==> config.mk <==
export PLATFORM = sky130hd
export DESIGN_NAME = dp_template_scheduler
export DESIGN_NICKNAME = d
export VERILOG_FILES = /design/src/rtl/dp_template_scheduler.sv
export SDC_FILE = /design/constraint.sdc
export NUM_CORES = 1
export LEC_CHECK = 0
export ABC_AREA = 0
export CAP_MARGIN = 20
export CORE_ASPECT_RATIO = 0.6
export CORE_MARGIN = 4
export CORE_UTILIZATION = 53
export DETAILED_ROUTE_END_ITERATION = 8
export PLACE_DENSITY = 0.78
export SLEW_MARGIN = 20
export SYNTH_ARGS = -nofsm -noshare
export SYNTH_HDL_FRONTEND = slang
export SYNTH_SLANG_ARGS = --single-unit
==> constraint.sdc <==
create_clock -name clk -period 7.8 [get_ports clk]
set_clock_uncertainty 0.2 [all_clocks]
set_input_delay 1.17 -clock clk [delete_from_list [all_inputs] [get_ports clk]]
set_output_delay 1.17 -clock clk [all_outputs]
set_load 0.005 [all_outputs]
==> src/rtl/dp_template_scheduler.sv <==
// Shares one DP matching engine across NTMP keyword templates, one engine pass per template
// per frame, and reports the best-scoring hit. Also generates the hang-over VAD output.
module dp_template_scheduler #(
    parameter int BIT      = 32,
    parameter int NTMP     = 4,
    parameter int TW       = 2,
    parameter int VAD_HANG = 3000000,
    parameter int CNTW     = 22,
    parameter int TIMEOUT  = 1023
) (
    input  logic                  clk,
    input  logic                  reset,
    input  logic signed [BIT-1:0] vec_in,
    input  logic                  dv_in,
    input  logic                  vad_in,
    input  logic [BIT+5:0]        detected_scr,
    output logic signed [BIT-1:0] eng_vec,
    output logic                  eng_dv,
    output logic [TW-1:0]         eng_sel,
    output logic                  eng_clr,
    input  logic                  eng_done,
    input  logic [BIT+12:0]       eng_scr,
    input  logic [6:0]            eng_len,
    output logic                  result_dv,
    output logic                  result,
    output logic [TW-1:0]         best_idx,
    output logic [BIT+12:0]       best_scr,
    output logic                  vad_out,
    output logic                  busy,
    output logic                  overflow,
    output logic                  timeout_err
);

    localparam int SW = BIT + 13;
    localparam int WW = $clog2(TIMEOUT + 1);

    typedef enum logic [2:0] {IDLE, ISSUE, WAIT, EVAL, REPORT, CLEAR} state_t;

    state_t                state;
    logic                  pend_v;
    logic signed [BIT-1:0] pend_vec;
    logic [TW-1:0]         t;
    logic [WW-1:0]         wcnt;
    logic [SW-1:0]         cap_scr;
    logic [6:0]            cap_len;
    logic                  cap_ok;
    logic                  found;
    logic [TW-1:0]         fnd_idx;
    logic [SW-1:0]         fnd_scr;
    logic [CNTW-1:0]       vcnt;

    logic                  consume;
    logic [SW-1:0]         prod;
    logic                  hit_t;
    logic                  take;

    assign consume = (state == IDLE) && pend_v;

    always_comb begin
        prod  = SW'(cap_len) * SW'(detected_scr);
        hit_t = cap_ok && (cap_scr != '1) && (cap_len != '0) && (cap_scr < prod);
        // strict compare keeps the lower index on equal scores
        take  = hit_t && (!found || (cap_scr < fnd_scr));
    end

    always_ff @(posedge clk or negedge reset) begin
        if (!reset) begin
            pend_v   <= 1'b0;
            pend_vec <= '0;
            overflow <= 1'b0;
        end else begin
            if (dv_in && (!pend_v || consume)) begin
                pend_v   <= 1'b1;
                pend_vec <= vec_in;
            end else begin
                if (consume) pend_v <= 1'b0;
                if (dv_in) overflow <= 1'b1;
            end
        end
    end

    always_ff @(posedge clk or negedge reset) begin
        if (!reset) begin
            state       <= IDLE;
            eng_vec     <= '0;
            eng_dv      <= 1'b0;
            eng_sel     <= '0;
            eng_clr     <= 1'b0;
            result_dv   <= 1'b0;
            result      <= 1'b0;
            best_idx    <= '0;
            best_scr    <= '0;
            busy        <= 1'b0;
            timeout_err <= 1'b0;
            t           <= '0;
            wcnt        <= '0;
            cap_scr     <= '0;
            cap_len     <= '0;
            cap_ok      <= 1'b0;
            found       <= 1'b0;
            fnd_idx     <= '0;
            fnd_scr     <= '0;
        end else begin
            eng_dv    <= 1'b0;
            eng_clr   <= 1'b0;
            result_dv <= 1'b0;
            case (state)
                IDLE: begin
                    if (pend_v) begin
                        eng_vec <= pend_vec;
                        t       <= '0;
                        eng_sel <= '0;
                        eng_dv  <= 1'b1;
                        found   <= 1'b0;
                        fnd_idx <= '0;
                        fnd_scr <= '0;
                        busy    <= 1'b1;
                        state   <= ISSUE;
                    end
                end
                ISSUE: begin
                    wcnt  <= '0;
                    state <= WAIT;
                end
                WAIT: begin
                    if (eng_done) begin
                        cap_scr <= eng_scr;
                        cap_len <= eng_len;
                        cap_ok  <= 1'b1;
                        state   <= EVAL;
                    end else if (wcnt == WW'(TIMEOUT - 1)) begin
                        timeout_err <= 1'b1;
                        cap_ok      <= 1'b0;
                        state       <= EVAL;
                    end else begin
                        wcnt <= wcnt + 1'b1;
                    end
                end
                EVAL: begin
                    if (take) begin
                        found   <= 1'b1;
                        fnd_idx <= t;
                        fnd_scr <= cap_scr;
                    end
                    if (t == TW'(NTMP - 1)) begin
                        // decision folds in this last template's update directly
                        result_dv <= 1'b1;
                        result    <= found || take;
                        best_idx  <= take ? t : (found ? fnd_idx : '0);
                        best_scr  <= take ? cap_scr : (found ? fnd_scr : '0);
                        state     <= REPORT;
                    end else begin
                        t       <= t + 1'b1;
                        eng_sel <= t + 1'b1;
                        eng_dv  <= 1'b1;
                        state   <= ISSUE;
                    end
                end
                REPORT: begin
                    if (found) begin
                        eng_clr <= 1'b1;
                        state   <= CLEAR;
                    end else begin
                        busy  <= 1'b0;
                        state <= IDLE;
                    end
                end
                CLEAR: begin
                    busy  <= 1'b0;
                    state <= IDLE;
                end
                default: begin
                    busy  <= 1'b0;
                    state <= IDLE;
                end
            endcase
        end
    end

    always_ff @(posedge clk or negedge reset) begin
        if (!reset) begin
            vad_out <= 1'b0;
            vcnt    <= '0;
        end else if (!vad_out) begin
            if (vad_in) begin
                vad_out <= 1'b1;
                vcnt    <= '0;
            end
        end else if (vad_in) begin
            vcnt <= '0;
        end else if (vcnt == CNTW'(VAD_HANG - 1)) begin
            vad_out <= 1'b0;
            vcnt    <= '0;
        end else begin
            vcnt <= vcnt + 1'b1;
        end
    end

endmodule

==> metrics.md <==
| Metric | Value |
|---|---|
| Status | complete, but fails checks |
| Failing checks | negative setup slack |
| Yosys cell types | 65 |
| Initial antenna violation count | 2 |
| # clock sinks | 258 |
| Port bufs | 215 |
| CP max-delay cell | fa_2 |
| Worst r2r dst | fnd_scr[42]$_DFFE_PN0P_ |
| Area Overhead vs Synth | 28.3% |
| Placed inst area | 25,800 um2 |
| Starting Density | 54.5% |
| Vias in the first global route | 19,100 |
| Register bit total from synthesis | 258 |
| DR vias | 18,400 |
| GRT Overall Usage | 28.4% |
| Depth of the worst hold-timing path | 1 |
| Worst r2r src | cap_len[3]$_DFFE_PN0P_ |
| Core ar. | 39,700 um2 |
| Die H | 164 um |
| Net count, final | 3,041 |
| Critical path peak fanout | 5 |
| Post-synth EDFFs | 0 |
| DRT iter0 DRCs | approximately 1,800 |
| DRT Pass-1 Iters | 8 |
| Post-route minimum period | ~8000 ps |
| Chip Width | 269 um |
| Largest net degree at the start of global routing | between 100 and 150 |
| Share of layout cells above drive strength 1 | 23.2% |
| GRT overflow | 0 |
| Critical Path RT | 8020 ps |
| Post-detail-place hpwl | 46,100 um |
| Crit path DAT | 8030 ps |
| F_max | 128 MHz |
| Post-synth ARST share | between 90% and 100% |
| Setup crit start kind | input port |
| Maximum clock path buffer count | 3 |
| Multi-input logic area | about 15,000 um2 |
| Ys Warns | 0 |
| Synthesized netlist cell count | 2,209 |
| Num CTS Buffers | 28 |
| Final wirelength | approximately 63,000 um |
| CP startpoint | detected_scr[1] |
| Slowest Stage Delay on Critical Path | 570 ps |
| Cell Area, Synth | between 20,000 and 25,000 um2 |
| Filler Cell Count | 2,879 |
| Rel. slew slack | between 30% and 40% |
| CTS root buf | clkbuf_16 |
| Unrepaired setup endpoints after global routing | yes |
| Final setup vio count | 14 |
| RD Place Congestion | 0.967 |
| Setup Crit Path Kind | in -> reg |
| Antenna Nets Post-Route | 0 |
| Max-capacitance violation count | 0 |
| Hold Path Sink | timeout_err$_DFFE_PN0P_ |
| Storage element area | 6460 um2 |
| Post-synthesis sequential area ratio | roughly 30% |
| WL per Instance | 20.3 um |
| Hold Path Class | reg -> reg |
| Worst-Skew Late Latency | around 560 ps |
| Die ar. | about 44,000 um2 |
| Final worst path period share | 100% |
| R2r setup slk | 80 ps |
| H-tree Lvls | 1 |
| Worst setup margin | -16.3 ps |
| CTS tree | built |
| I/O pins | 216 |
| Slew @ Worst Pin | 1030 ps |
| Row Count | 56 |
| DRC errors left | 0 |
| Final-report max-slew violation count | 0 |
| Min-Delay Startpoint | timeout_err$_DFFE_PN0P_ |
| Primary FF master, synth | dfrtp_1 |
| Crit end category | flop |
| Final Cell Area | between 20,000 and 30,000 um2 |
| Syn nets | 2,670 |
| Global-route wire length before repair | 101,000 um |
| Avg Cell Area, Syn | about 9.8 um2 |
| Clock-pin slew on the worst setup and hold paths | 60 ps |
| Cell count of the worst reg-to-reg path | 32 |
| Final Hold Viols | 0 |
| DR vias/cell | 5.88 |
==> cells by family (layout without fill, tap and decap cells) <==
logic type | count (synthesis) | in the layout | synth area share, %
flops | 258 | 258 | 29.9
fa+ha+maj | 334 | 334 | 25.6
simple gates | 684 | 684 | 16.4
buf+inv | 360 | 753 | 6.36
xor+xnor | 56 | 56 | 2.27
other cells | 0 | 2 | 0
mux | 162 | 162 | 8.70
compound gates | 355 | 355 | 10.8
==> cell usage in the layout (no fill, tap or decap), types with 7 or more instances in the layout <==
cell type | Yosys | routed
mux2_4 | 16 | 16
a21oi_2 | 0 | 10
clkdlybuf4s50_1 | 0 | 177
buf_4 | 1 | 207
ha_4 | 0 | 19
nor2_1 | 56 | 48
o21bai_1 | 10 | 8
a21oi_1 | 111 | 95
a21o_1 | 48 | 48
nor3_1 | 14 | 13
clkbuf_2 | 0 | 10
nand2_1 | 196 | 189
nand3_1 | 82 | 78
dfrtp_1 | 258 | 257
xnor2_1 | 29 | 29
nand2b_1 | 8 | 7
mux2_2 | 143 | 143
buf_12 | 0 | 11
a31oi_1 | 12 | 10
o21ai_0 | 56 | 49
clkbuf_16 | 0 | 33
xor2_1 | 27 | 27
buf_6 | 2 | 13
nand2_2 | 0 | 7
ha_1 | 155 | 133
nor2b_1 | 11 | 10
inv_1 | 252 | 244
and2_1 | 196 | 174
buf_2 | 3 | 10
and3_1 | 23 | 21
nor4_1 | 8 | 7
o2111ai_1 | 47 | 45
nand4_1 | 75 | 75
fa_1 | 179 | 175
and2_4 | 0 | 22
inv_2 | 1 | 9
==> Yosys cell counts, drive strengths merged (56+ instances only) <==
cell type	instances	area, um2
fa	179	3580
nor2	56	210
mux2	159	1850
o21ai	57	285
nand4	75	469
clkbuf	90	338
dfrtp	258	6460
inv	253	950
nand3	82	410
a21oi	111	556
nand2	196	736
and2	197	1230
ha	155	1940
==> sequential cells by signal, indices dropped and copies added, names as in the netlist, 2 cells and up <==
register and flops:
fnd_idx 2, cap_scr 45, fnd_scr 45, vcnt 22, best_scr 45, eng_vec 32
state 3, t 2, wcnt 10, best_idx 2, cap_len 7, pend_vec 32
==> stage by stage <==
step	hold slack, ps	worst slack [ps]	util [%]	setup TNS (ps)	cells
after CTS	281	-43.9	69.0	-477	3119
after detailed placement	266	-1360	65.2	-110890	3046
after floorplan	250	0.370	-	0	2209
after global routing	306	-208	69.9	-10080	3126
after global placement	262	-1200	65.2	-96110	3046
final	280	-16.3	69.9	-135	3126
==> area by class of cell <==
class	instances	share of cell area, %
Clock inverter	14	0.613
Sequential cell	258	23.3
Tap cell	522	2.35
Multi-Input combinational cell	1591	52.6
Antenna cell	2	0.0180
Timing Repair Buffer	448	14.8
Clock buffer	38	2.95
Inverter	253	3.42
==> worst max-delay path, delay by kind of cell <==
| kind | cells | cell delay [ps] |
|---|---|---|
| mux | 1 | 290 |
| buf+inv | 7 | 980 |
| compound gates | 10 | 1660 |
| simple gates | 5 | 1020 |
| xor+xnor | 1 | 180 |
| fa+ha+maj | 6 | 2710 |
==> what timing repair did <==
| action | 4_1_cts | 5_1_grt |
|---|---|---|
| pin swaps | 53 | 52 |
| endpoints found under the setup margin | 96 | 96 |
| gates resized for setup | 179 | 95 |
| cloned | 2 | 4 |
| hold buffers | 0 | 0 |
| setup buffers | 19 | 8 |
==> worst max path at each step <==
stage,endpoint,depth (start not counted),slack (ps)
2_1_floorplan,fnd_scr[28]$_DFFE_PN0P_,27,0.4
3_3_place_gp,fnd_scr[37]$_DFFE_PN0P_,27,-1200
3_5_place_dp,fnd_scr[34]$_DFFE_PN0P_,26,-1360
4_1_cts,fnd_scr[38]$_DFFE_PN0P_,28,-40
5_1_grt,fnd_scr[30]$_DFFE_PN0P_,29,-210
6_report,fnd_scr[42]$_DFFE_PN0P_,30,-20
==> per-layer routing <==
layer | wire length, um | share of wire [%] | vias to the layer above | track usage, %
met4 | 1680 | 2.7 | 0 | 7.19
met2 | 29100 | 46 | 737 | 44.6
li1 | - | - | 8286 | -
met3 | 4990 | 7.9 | 110 | 5.64
met1 | 27500 | 43 | 9237 | 40.8
met5 | 0 | 0 | - | 0
Power is left out: the tool's default activity adds up to more than one toggle a clock period on the data nets, which glitch-free logic cannot reach.
==> patch: new RTL, same settings <==
The 6 states of `state_t` get a one-hot encoding in 6 bits.
--- a/src/rtl/dp_template_scheduler.sv
+++ b/src/rtl/dp_template_scheduler.sv
@@ -34,7 +34,7 @@
     localparam int SW = BIT + 13;
     localparam int WW = $clog2(TIMEOUT + 1);
 
-    typedef enum logic [2:0] {IDLE, ISSUE, WAIT, EVAL, REPORT, CLEAR} state_t;
+    typedef enum logic [5:0] {IDLE = 6'b000001, ISSUE = 6'b000010, WAIT = 6'b000100, EVAL = 6'b001000, REPORT = 6'b010000, CLEAR = 6'b100000} state_t;
 
     state_t                state;
     logic                  pend_v;
Behaviour: no difference found for any inputs over 4 cycles, from zero or initial values and one cycle with reset low; so few cycles prove little.
==> patch against the original RTL <==
  * Critical path depth increased by 1
  * Non-clock buffer count decreased by 16
  * Synthesized area grew 0.49%
  * Wire length grew 0.58%
  * Via count is 3.1% higher
  * Synthesized cell count up 2.9%
  * Final cell count is 1.1% higher
  * Count of clock-buffer cells in the layout shrank 1
  * Design area is 0.37% lower
  * Sequential cell count is 3 higher
  * Sequential share of layout area grew 0.39 points
  * Setup slack improved by 140 ps
Power is not shown: default switching activity piles up to over one toggle a cycle in this logic, so the estimate is an artifact.
==> patch: results (changes against the original RTL) <==
* finished clean — outcome
* 0.00654 mm² — total area of sequential cells, +1.3%
* 0 — antenna violations before repair, -2
* 246 — non-clock inverter instance count of the final layout, -2.8%
* cap_len[6]$_DFFE_PN0P_ — startpoint of the worst register-to-register path
* 28.1% — overall track demand over capacity in global routing, -0.24 points
* 210 ps — flop2flop setup slack, +130 ps
* 261 — number of register bits inferred by synthesis, +1.2%
* 6 — number of iterations in the first detailed-routing pass, -2
* 3083 — # placed instances, +1.2%
* -1110 ps — Placement Setup Slack, +254 ps
* 27 — clock buffer count from CTS, -3.6%
* 102000 µm — first-pass GRT wire length, +1.0%
* 45.9% — global routing met2 resource utilization, +1.3 points
* 5500 µm — detailed route wirelength on metal3, +10%
* 5.99 — number of vias per cell after detailed routing, +2.0%
* 432 — Plain + repair buffers, -3.6%
* 143 — Post-CTS Resized, -20%
* 30.1% — sequential element share of the synthesized area, +0.21 points
* 44600 µm — Detailed Place HPWL, -3.2%
* 52.8% — multi-input gate share of the layout cell area, +0.25 points
* 29 — logic depth of the worst register-to-register path, -9.4%
* 38.5% — Global Route met1 Usage, -2.3 points
* 19.3% — worst slew margin relative to its limit, -12 points
* 63700 µm — WL final, +0.58%
* fa_1 — Slowest-stage cell, CP
* 37 — count of clock-net buffers in the final layout, -2.6%
* 1641 — number of multi-input combinational cells in the layout, +3.1%
* 24 — Max FO, Critical Path, +19
* 20 — Post-CTS Repair Setup Buffers, +1
* clkbuf_16 — library cell used as clock root buffer
* 26500 µm — Metal-1 WL, -3.8%
* 2858 — Filler Cells Inserted, -0.73%
* 0 — total inserted antenna cells, -2
* 0.130 GHz — Max Fclk, +1.8%
* 0.0255 mm² — Placement Cell Area, -1.2%
* 5.88% — met3 track demand over resource in global routing, +0.24 points
* 260 x dfrtp_1, 245 x inv_1, 236 x nand2_1 — most common library cells after synthesis
* 60 ps — clock-pin slew on the worst setup and hold paths, about the same
* 0.928 — gpl congestion, -4.0%
* 2272 — post-synthesis cell count, +2.9%
* overflow$_DFFE_PN0P_ — sink of the worst hold path
* 19.5k — via count of the first global-routing pass, +2.1%
* 68.3% — post-layout util, -1.6 points
* 2733 — Net Count, Synth, +2.4%
* best_scr[11]$_DFFE_PN0P_ — capture instance of the worst register-to-register path
* 30.0% — top-area cell type share of the netlist area, +0.086 points
* 150 — largest net degree at the start of global routing, +14%
* 14.4% — buffer share of cell area, -0.35 points
* 3.33% — Clock-cell share, -0.24 points
* 1569 — number of DRC violations after detailed-routing iteration 0, -13%
* 68 — Distinct cells, synth, +4.6%
[patch: changes by cell type in the layout (fill, tap and decap cells not counted), sizes merged, moves of 7 or more]
| cell | change |
|---|---|
| a211oi | -7 |
| a21oi | -40 |
| buf | -25 |
| dlymetal6s2s | +12 |
| mux2 | -42 |
| nand2 | +40 |
| nand4 | +49 |
| nor2 | +10 |
| nor3 | +7 |
| o21ai | +56 |
| xnor2 | -8 |
[patch: critical path, delay by kind of cell]
family / cells / cell delay (ps)
fa+ha+maj: 6 / 2670
compound gates: 9 / 1720
xor+xnor: 1 / 180
simple gates: 5 / 780
buf+inv: 10 / 1390
[patch: cell families (layout without fill, tap and decap cells)]
kind of cell / Yosys count / in the layout / synth area share [%]
compound gates: 341 / 341 / 10.4
fa+ha+maj: 334 / 334 / 25.4
simple gates: 795 / 795 / 19.0
flops: 261 / 261 / 30.1
mux: 119 / 119 / 6.16
buf+inv: 370 / 726 / 6.79
xor+xnor: 52 / 52 / 2.10
